[config.mk]
export PLATFORM = sky130hd
export DESIGN_NAME = switch_debounce_sync
export DESIGN_NICKNAME = d
export VERILOG_FILES = /design/src/rtl/switch_debounce_sync.sv
export SDC_FILE = /design/constraint.sdc
export NUM_CORES = 1
export LEC_CHECK = 0
export CORE_MARGIN = 5
export CORE_UTILIZATION = 40
export CTS_CLUSTER_SIZE = 12
export DETAILED_ROUTE_END_ITERATION = 10
export SYNTH_ARGS = -nofsm -noshare
export SYNTH_HDL_FRONTEND = slang
export SYNTH_SLANG_ARGS = --single-unit
[constraint.sdc]
create_clock -name clk_clk -period 2.7 [get_ports clk_clk]
set_input_delay 0.675 -clock clk_clk [delete_from_list [all_inputs] [get_ports clk_clk]]
set_output_delay 0.675 -clock clk_clk [all_outputs]
set_load 0.02 [all_outputs]
[src/rtl/switch_debounce_sync.sv]
`default_nettype none
//==============================================================================
// Module      : switch_debounce_sync
// Description : Conditions the raw slide switches ahead of the switches_export
//               PIO input. Each switch passes through a 2-flop synchroniser and
//               then a per-channel stable-time filter. A one-cycle change pulse
//               is raised whenever a debounced level toggles.
//               Optional feature macro: SW_CHANGE_LATCH_EN (adds sw_clear input
//               and sw_sticky output, a latched "switch moved" flag).
// Revision    : 1.0 - initial release
//==============================================================================
module switch_debounce_sync #(
    parameter int N_SW            = 10,
    parameter int DEBOUNCE_CYCLES = 500000
) (
    input  logic            clk_clk,
    input  logic            reset_reset_n,
    input  logic [N_SW-1:0] sw_raw,
    output logic [N_SW-1:0] sw_db,
    output logic [N_SW-1:0] sw_change,
    output logic            any_change
`ifdef SW_CHANGE_LATCH_EN
    ,
    input  logic [N_SW-1:0] sw_clear,
    output logic [N_SW-1:0] sw_sticky
`endif
);

    // Counter only has to reach DEBOUNCE_CYCLES-1, one spare code is harmless.
    localparam int CNT_W = $clog2(DEBOUNCE_CYCLES + 1);

    localparam logic [CNT_W-1:0] c_cnt_last = CNT_W'(DEBOUNCE_CYCLES - 1);
    localparam logic [CNT_W-1:0] c_cnt_one  = CNT_W'(1);

    logic [N_SW-1:0] r_s1;
    logic [N_SW-1:0] r_s2;
    logic [N_SW-1:0] w_change_next;
    logic [N_SW-1:0] r_change;
    logic            r_any_change;

    // Two-flop synchroniser; only r_s2 is ever looked at by the filter.
    always_ff @(posedge clk_clk or negedge reset_reset_n) begin
        if (!reset_reset_n) begin
            r_s1 <= '0;
            r_s2 <= '0;
        end else begin
            r_s1 <= sw_raw;
            r_s2 <= r_s1;
        end
    end

    generate
        for (genvar gi = 0; gi < N_SW; gi++) begin : g_chan
            logic [CNT_W-1:0] r_cnt;
            logic             r_db;
            logic             w_mismatch;
            logic             w_accept;

            // A disagreement that has already lasted DEBOUNCE_CYCLES-1 edges
            // is accepted on this edge; with DEBOUNCE_CYCLES == 1 that is the
            // very first mismatch edge.
            assign w_mismatch         = r_s2[gi] ^ r_db;
            assign w_accept           = w_mismatch && (r_cnt == c_cnt_last);
            assign w_change_next[gi]  = w_accept;
            assign sw_db[gi]          = r_db;

            // Stable-time counter: any agreement discards the partial count,
            // so a burst shorter than the window never reaches r_db.
            always_ff @(posedge clk_clk or negedge reset_reset_n) begin
                if (!reset_reset_n) begin
                    r_cnt <= '0;
                    r_db  <= 1'b0;
                end else if (!w_mismatch || w_accept) begin
                    r_cnt <= '0;
                    if (w_accept) begin
                        r_db <= r_s2[gi];
                    end
                end else begin
                    r_cnt <= r_cnt + c_cnt_one;
                end
            end
        end
    endgenerate

    // Change pulses and their OR are registered together so they line up.
    always_ff @(posedge clk_clk or negedge reset_reset_n) begin
        if (!reset_reset_n) begin
            r_change     <= '0;
            r_any_change <= 1'b0;
        end else begin
            r_change     <= w_change_next;
            r_any_change <= |w_change_next;
        end
    end

    assign sw_change  = r_change;
    assign any_change = r_any_change;

`ifdef SW_CHANGE_LATCH_EN
    logic [N_SW-1:0] r_sticky;

    // Sticky flag: a new change beats a simultaneous software clear.
    always_ff @(posedge clk_clk or negedge reset_reset_n) begin
        if (!reset_reset_n) begin
            r_sticky <= '0;
        end else begin
            r_sticky <= (r_sticky & ~sw_clear) | w_change_next;
        end
    end

    assign sw_sticky = r_sticky;
`endif

endmodule
`default_nettype wire

; Word-level counts from Yosys, hierarchy flattened
; Cells that the tools add are included.
[totals]
word_cells = 105
ff_bits = 231
output_inout_bits = 21
[op_classes]
n_eq_ne = 10
add_sub_neg = 10
reduce_logical = 41
n_bitwise = 10
n_mux = 10
[op_table]
columns = operator, n
row1 = adder 19 x 1 -> 19 bit (second input constant), 10
row2 = equality test 19 bit (second input constant), 10
row3 = two-way mux 19 bit, 10
row4 = AND reduction 2 bit, 10
row5 = logical AND 1 bit, 10
row6 = zero test 1 bit, 10
row7 = logical OR 1 bit, 10
row8 = OR reduction 10 bit, 1
row9 = bitwise XOR 1 bit, 10

; Longest topological paths before layout
; Gate-level depths: netlist (run 1).
[logic_depth]
ltp_word = 4
depth_mapped = 9
ltp_nobuf = 6

; Least setup slack after synthesis (run 1)
; No wires, ideal clock.
[synth_timing]
path_type = register -> register
startpoint = reg g_chan[4].r_cnt[7]
endpoint = reg g_chan[4].r_cnt[11]
setup_slack_ns = 0.795
t_arrival_ns = 1.787
period_less_slack_ns = 1.905
path_stages_with_launch = 8
cell_sequence = dfrtp_1 > or4_1 > nor4_2 > and4_1 > or2_1 > buf_6 > buf_12 > nor2_1
[synth_via]
elab_chain_cells = 4
[synth_rtl]
columns = element, line_no
row1 = from (decl), 54  ; logic [CNT_W-1:0] r_cnt;
row2 = from (signal assigned), 79  ; r_cnt <= r_cnt + c_cnt_one;
row3 = branches (longest 3 deep; another with adder 19 x 1 -> 19 bit), n/a
row4 = two-way mux 19 bit (*), 73  ; end else if (!w_mismatch || w_accept) begin
; Every way passes the cells marked *.
; A chain may end at the register's enable or synchronous reset.

; Worst setup path in the final report (run 1)
[layout_timing]
startpoint = reg g_chan[0].r_db
endpoint = out sw_db[0]
[layout_rtl]
columns = element, line_no
row1 = from (decl), 55  ; logic r_db;
row2 = from (signal assigned), 76  ; r_db <= r_s2[gi];
row3 = to (decl), 19  ; output logic [N_SW-1:0] sw_db,
; No word-level cell between the ends.

==> flow_summary.ini, run 1 <==
[yosys]
synth_warnings = 0
async_flop_share_pct = 100
synth_top_family_by_area = simple AND/OR/NAND/NOR gates
avgSynthCellArea_um2 = 10.2
synth.area.top_cells = dfrtp_1 (55%), nor2_1 (8.3%), xor2_1 (7.9%)
synthMuxAreaShare_pct = 1.06
synthCells = 1033
synth_xor_area_share_pct = 14.9
seq_area_frac_synth_pct = 54.6
synth.net_count = 1055
synth_edf_count = 0
synth_top_area_share_pct = 54.6
synthSimpleGateAreaFrac_pct = 25.1
yosysUniqueCellTypes = 38
synth_compound_area_share_pct = 0.284
syn_area_um2 = 10600
synth_seq_cells = 231
synthAdderAreaFrac_pct = 1.18
ys.flop_type = dfrtp_1
synth_top_cell_by_area = dfrtp_1

[power_and_ir_drop]
p_leak_nw = 5.11
power_density_nw_per_um2 = 590
vdd_ir_drop_max_uv = 384

[final_layout]
nFillCells = 2422
layout.nets = 1087
drive_gt1_share_pct = 6.67
multi_input_area_um2 = 4500
layout_commonest_cell = nor2_1
syn_to_final_growth_pct = 13.4
regArea_um2 = 5780
mostFrequentLayoutCells = nor2_1 (233), dfrtp_1 (231), xor2_1 (96)
final_core_util_pct = 46.1
diodes = 0

[timing]
hold_slack_ns = 0.123
setup_viol = 0
min_period_ns = 2.21
skew_ns = 0.0113
fmax_ghz = 0.453
tns_ns = 0
fin_crit_sh_pct = 81.8
worstMarginPinSlew_ns = 0.830
drv_slew = 0
slew_headroom_pct = 44.2
rsz0062_at_grt = no
finalHoldViolCount = 0

[status]
outcome = complete, no violations

[placed_design]
numPortBuffers = 32
dpl.hpwl_um = 12400
gp_congestion = 0.808

[floorplanning]
die_y_um = 173
die_x_um = 173
design.die.area_um2 = 29800
start_util_pct = 40.6
pin_count = 33
core_area_um2 = 26100
num_rows = 59

[routing]
drc = 0
ant_nets = 0
drt_iter0_markers = 426
dr.pass1.iters = 4
drt-total-wl_um = 18500
num_vias = 6958
viasPerCell = 4.92
wl_per_cell_um = 13.1

[grt]
grt.total_usage_pct = 12.5
grt_pass1_wl_um = 32800
grt_max_degree = 70
grt_pass1_vias = 6829
gr-total-overflow = 0
antenna_found_initial = 0

[clock_network]
cts_tree = built
post_cts_buffers = 0
ctsLongestPathBuffers = 3
htreeDepth = 1
cts_sinks = 231
cts_buffers = 25
holdBufCountCts = 0
cts-root-buf = clkbuf_16
cts.reportedPaths.clkPinSlew_ns = 0.06
insertion_delay_ns = 0.52
cts_resized = 0

[worst_setup_path]
crit_arrival_ns = 1.53
worst_path_largest_cell_delay_ns = 0.63
cp_cell_sequence = clkdlybuf4s50_1
end_kind = primary output
startpoint_type = register
cp_slowest_cell = clkdlybuf4s50_1
cp_top_family = buffers and inverters
path_buf_inv = 1
crit_required_ns = 2.03
path_max_fanout = 3
crit_type = register to primary output

[min_path]
hold_class = primary input to asynchronous set/reset pin

[flow_run]
max-cap-violations = 0
-- worst register-to-register path, stage by stage (launching register included) --
cell	delay [ns]
dfrtp_1	0.43
or4_1	0.55
nor4_2	0.26
and4_1	0.25
or2_1	0.10
buf_4	0.22
nor2_1	0.08
-- state kept, by name, indices dropped and copies added, names as in the netlist --
signal / cells
any_change: 1
g_chan.r_cnt: 190
g_chan.r_db: 10
r_s1: 10
r_s2: 10
sw_change: 10
-- final timing paths --
kind                                                   start                       endpoint  slack (ns)  cells past startpoint
worst min-delay path                           reset_reset_n   g_chan[6].r_cnt[4]$_DFF_PN0_        0.12                      1
min in group clk_clk                       r_s1[1]$_DFF_PN0_              r_s2[1]$_DFF_PN0_        0.35                      0
worst max register to register  g_chan[4].r_cnt[7]$_DFF_PN0_  g_chan[4].r_cnt[16]$_DFF_PN0_        0.69                      6
worst min register to register             r_s1[1]$_DFF_PN0_              r_s2[1]$_DFF_PN0_        0.35                      0
max in group asynchronous                      reset_reset_n              r_s1[5]$_DFF_PN0_        1.91                      2
worst max-delay path              g_chan[0].r_db$_DFFE_PN0P_                       sw_db[0]        0.49                      1
-- cell type report --
| cell class | instances | share of cell area, % |
|---|---|---|
| flip-flops and latches | 231 | 48.2 |
| multi-input cells | 744 | 37.5 |
| inverters | 22 | 0.688 |
| clock buffers | 35 | 5.86 |
| well taps | 335 | 3.49 |
| clock inverters | 6 | 0.719 |
| repair buffers | 41 | 3.59 |
-- layer usage --
metal	vias to the layer above	GRT usage, %	part of all wire, %
met4	0	3.86	2.6
met2	63	20.1	46
met5	-	0	0
li1	3507	-	-
met3	31	1.90	3.0
met1	3357	17.5	48
-- report_power, final --
group / switching (W) / internal (W) / total [W] / leakage, nW
sequential: 0.0000432 / 0.00351 / 0.00356 / 3.16
combinational: 0.000148 / 0.0000725 / 0.000221 / 1.57
clock: 0.00132 / 0.00199 / 0.00331 / 0.385
-- cell families (layout without fill, tap and decap cells) --
group,after synthesis,count (layout)
AOI/OAI and AO/OA,3,3
xor gates and xnor gates,180,180
and+or+nand+nor,541,541
muxes,10,10
adders and majority gates,10,10
DFF,231,231
buffers and inverters,58,104
-- cell usage after synthesis (all sizes together), types with 2 or more instances --
master and number:
nor2 233, nand4 42, inv 22, nor4 20, nand4b 2, or2 12, o21ba 3, and3 28
nand2 55, clkbuf 8, nor4b 6, nand2b 3, nor2b 5, and4 17, mux2 10, nor4bb 7
nor3 24, ha 10, or4 3, dfrtp 231, xnor2 84, nand3 77, buf 28, xor2 96
-- metrics by stage --
stage | area (um2) | instances | power (W) | worst slack [ns]
after global placement | 11200 | 1373 | 0.00385 | 0.716
after floorplan | 10600 | 1033 | 0.00373 | 0.795
final | 12000 | 1414 | 0.00708 | 0.492
after detailed placement | 11200 | 1373 | 0.00385 | 0.687
after global routing | 12000 | 1414 | 0.00739 | 0.432
after CTS | 12000 | 1414 | 0.00721 | 0.442
No activity file was read; power rests on OpenSTA's default activity.
==> inputs of run 2 (changes only) <==
Clock period 2.7 ns to 2.01 ns, I/O delays scaled along.
==> run 2 against run 1 <==
Critical endpoint is now sw_change[8]. Hold slack better by 0.22 ns. Final area is 2.8% higher. Critical path depth stayed put. Combinational power is 36% higher. Clock power is 53% higher. Register-to-register slack worse by 0.56 ns. Global-route usage is 0.30 points higher. Sequential share of layout area is 1.3 points lower. Die area stayed put.
==> flow_summary.ini, run 2 (synthesized netlist as in run 1, its figures left out) <==
[status]
outcome = complete, no violations

[final_layout]
layout_commonest_cell = nor2_1
syn_to_final_growth_pct = 16.6
largest_reg_flops = 190
regMostFlops = g_chan.r_cnt
multi_input_area_um2 = 4520
final_core_util_pct = 47.3
mostFrequentLayoutCells = nor2_1 (232), dfrtp_1 (231), xor2_1 (96)
diodes = 0
regArea_um2 = 5780
design_area_um2 = 12300
drive_gt1_share_pct = 9.14
nFillCells = 2421
layout.nets = 1107

[grt]
antenna_found_initial = 0
met1_usage_pct = 17.8
globalRouteMet3Util_pct = 2.07
grt_max_degree = 58
gr-total-overflow = 0
grt_pass1_vias = 7069
grt_pass1_wl_um = 33800
grt.total_usage_pct = 12.8
grt-busiest-layer = met2
use_met2_pct = 20.7

[worst_setup_path]
r2r-end = g_chan[4].r_cnt[18]$_DFF_PN0_
crit_arrival_ns = 1.45
worst_path_largest_cell_delay_ns = 0.61
r2r_start = g_chan[4].r_cnt[6]$_DFF_PN0_
cp_cell_sequence = clkdlybuf4s50_1
end_kind = primary output
crit_required_ns = 1.51
cp_top_family = buffers and inverters
startpoint_type = register
path_max_fanout = 1
r2r_cells = 6
crit_type = register to primary output
cp_slowest_cell = clkdlybuf4s50_1
path_buf_inv = 1
r2r_setup_slack_ns = 0.13

[power_and_ir_drop]
p_leak_nw = 5.40
vdd_ir_drop_max_uv = 757
power_density_nw_per_um2 = 823

[clock_network]
htreeDepth = 1
post_cts_buffers = 0
cts_sinks = 231
cts-root-buf = clkbuf_16
cts_tree = built
cts.reportedPaths.clkPinSlew_ns = 0.06
insertion_delay_ns = 0.52
ctsLongestPathBuffers = 3
cts_buffers = 26

[timing]
hold_slack_ns = 0.340
slew_headroom_pct = 62.7
fin_crit_sh_pct = 97.2
setup_viol = 0
skew_ns = 0.0116
fmax_ghz = 0.512
tns_ns = 0
finalHoldViolCount = 0
drv_slew = 0
worstMarginPinSlew_ns = 0.555
min_period_ns = 1.95
fin_ws_ns = 0.0571

[min_path]
min_from = r_s1[5]$_DFF_PN0_
hold_end = r_s2[5]$_DFF_PN0_
hold_depth = 0
hold_class = register to register

[floorplanning]
die_x_um = 173
pin_count = 33
start_util_pct = 40.6
die_y_um = 173
num_rows = 59
design.die.area_um2 = 29800
core_area_um2 = 26100

[placed_design]
dpl.hpwl_um = 12600
gp_congestion = 0.789
numPortBuffers = 32
place_area_um2 = 11400
dp_slack_ns = 0.110

[routing]
ant_nets = 0
drc = 0
viasPerCell = 4.91
drt_iter0_markers = 385
wl_per_cell_um = 13.1
drt-total-wl_um = 18900
dr.pass1.iters = 4
num_vias = 7075

[flow_run]
max-cap-violations = 0
run 2: cell types whose count changed in the layout (fill, tap and decap cells not counted), sizes merged, moves of 3 or more:
cell,change
clkbuf,+8
dlygate4sd2,+10
dlymetal6s2s,+3
clkdlybuf4s50,-13
buf,+18
run 2: routing by layer:
layer,up-vias,routed length [um]
met5,-,0
met4,0,464
met3,34,554
met2,68,8630
met1,3418,9240
li1,3555,-
run 2: timing repair:
action / 4_1_cts / 5_1_grt
hold buffers: 1 / 0
endpoints found under the hold margin: 39 / 0
endpoints found under the setup margin: 10 / 47
gates resized for setup: 10 / 10
run 2: metrics by stage:
stage,instances,total power (W)
after floorplan,1033,0.00500
after global placement,1391,0.00517
after detailed placement,1391,0.00517
after CTS,1440,0.0103
after global routing,1440,0.0106
final,1440,0.0101
run 2: layout make-up:
type | instances | share of cell area [%]
clock inverters | 5 | 0.811
multi-input cells | 744 | 36.7
repair buffers | 60 | 4.76
clock buffers | 43 | 6.86
flip-flops and latches | 231 | 46.9
inverters | 22 | 0.669
well taps | 335 | 3.40
run 2: how the worst max path moves through the flow:
stage	slack [ns]	to	cells after the start	from
global route	-0.0003	g_chan[4].r_cnt[15]$_DFF_PN0_	6	g_chan[4].r_cnt[6]$_DFF_PN0_
detailed placement	0.11	g_chan[9].r_cnt[16]$_DFF_PN0_	5	g_chan[9].r_cnt[7]$_DFF_PN0_
global placement	0.15	g_chan[5].r_cnt[3]$_DFF_PN0_	6	g_chan[5].r_cnt[7]$_DFF_PN0_
CTS	0.01	sw_change[2]	1	sw_change[2]$_DFF_PN0_
finish	0.06	sw_change[8]	1	sw_change[8]$_DFF_PN0_
floorplan	0.10	g_chan[4].r_cnt[11]$_DFF_PN0_	7	g_chan[4].r_cnt[7]$_DFF_PN0_
run 2: where the power goes:
part	total (W)	switching (W)	internal, W	leakage (nW)
registers	0.00478	0.0000571	0.00472	3.16
logic	0.000301	0.000198	0.000103	1.78
clock network	0.00507	0.00184	0.00323	0.468
==> inputs of run 3 (changes only) <==
Settings changed: SLEW_MARGIN set to 15.
==> results of run 3 <==
No change in the layout: final DEF, timing and power equal those of run 2.
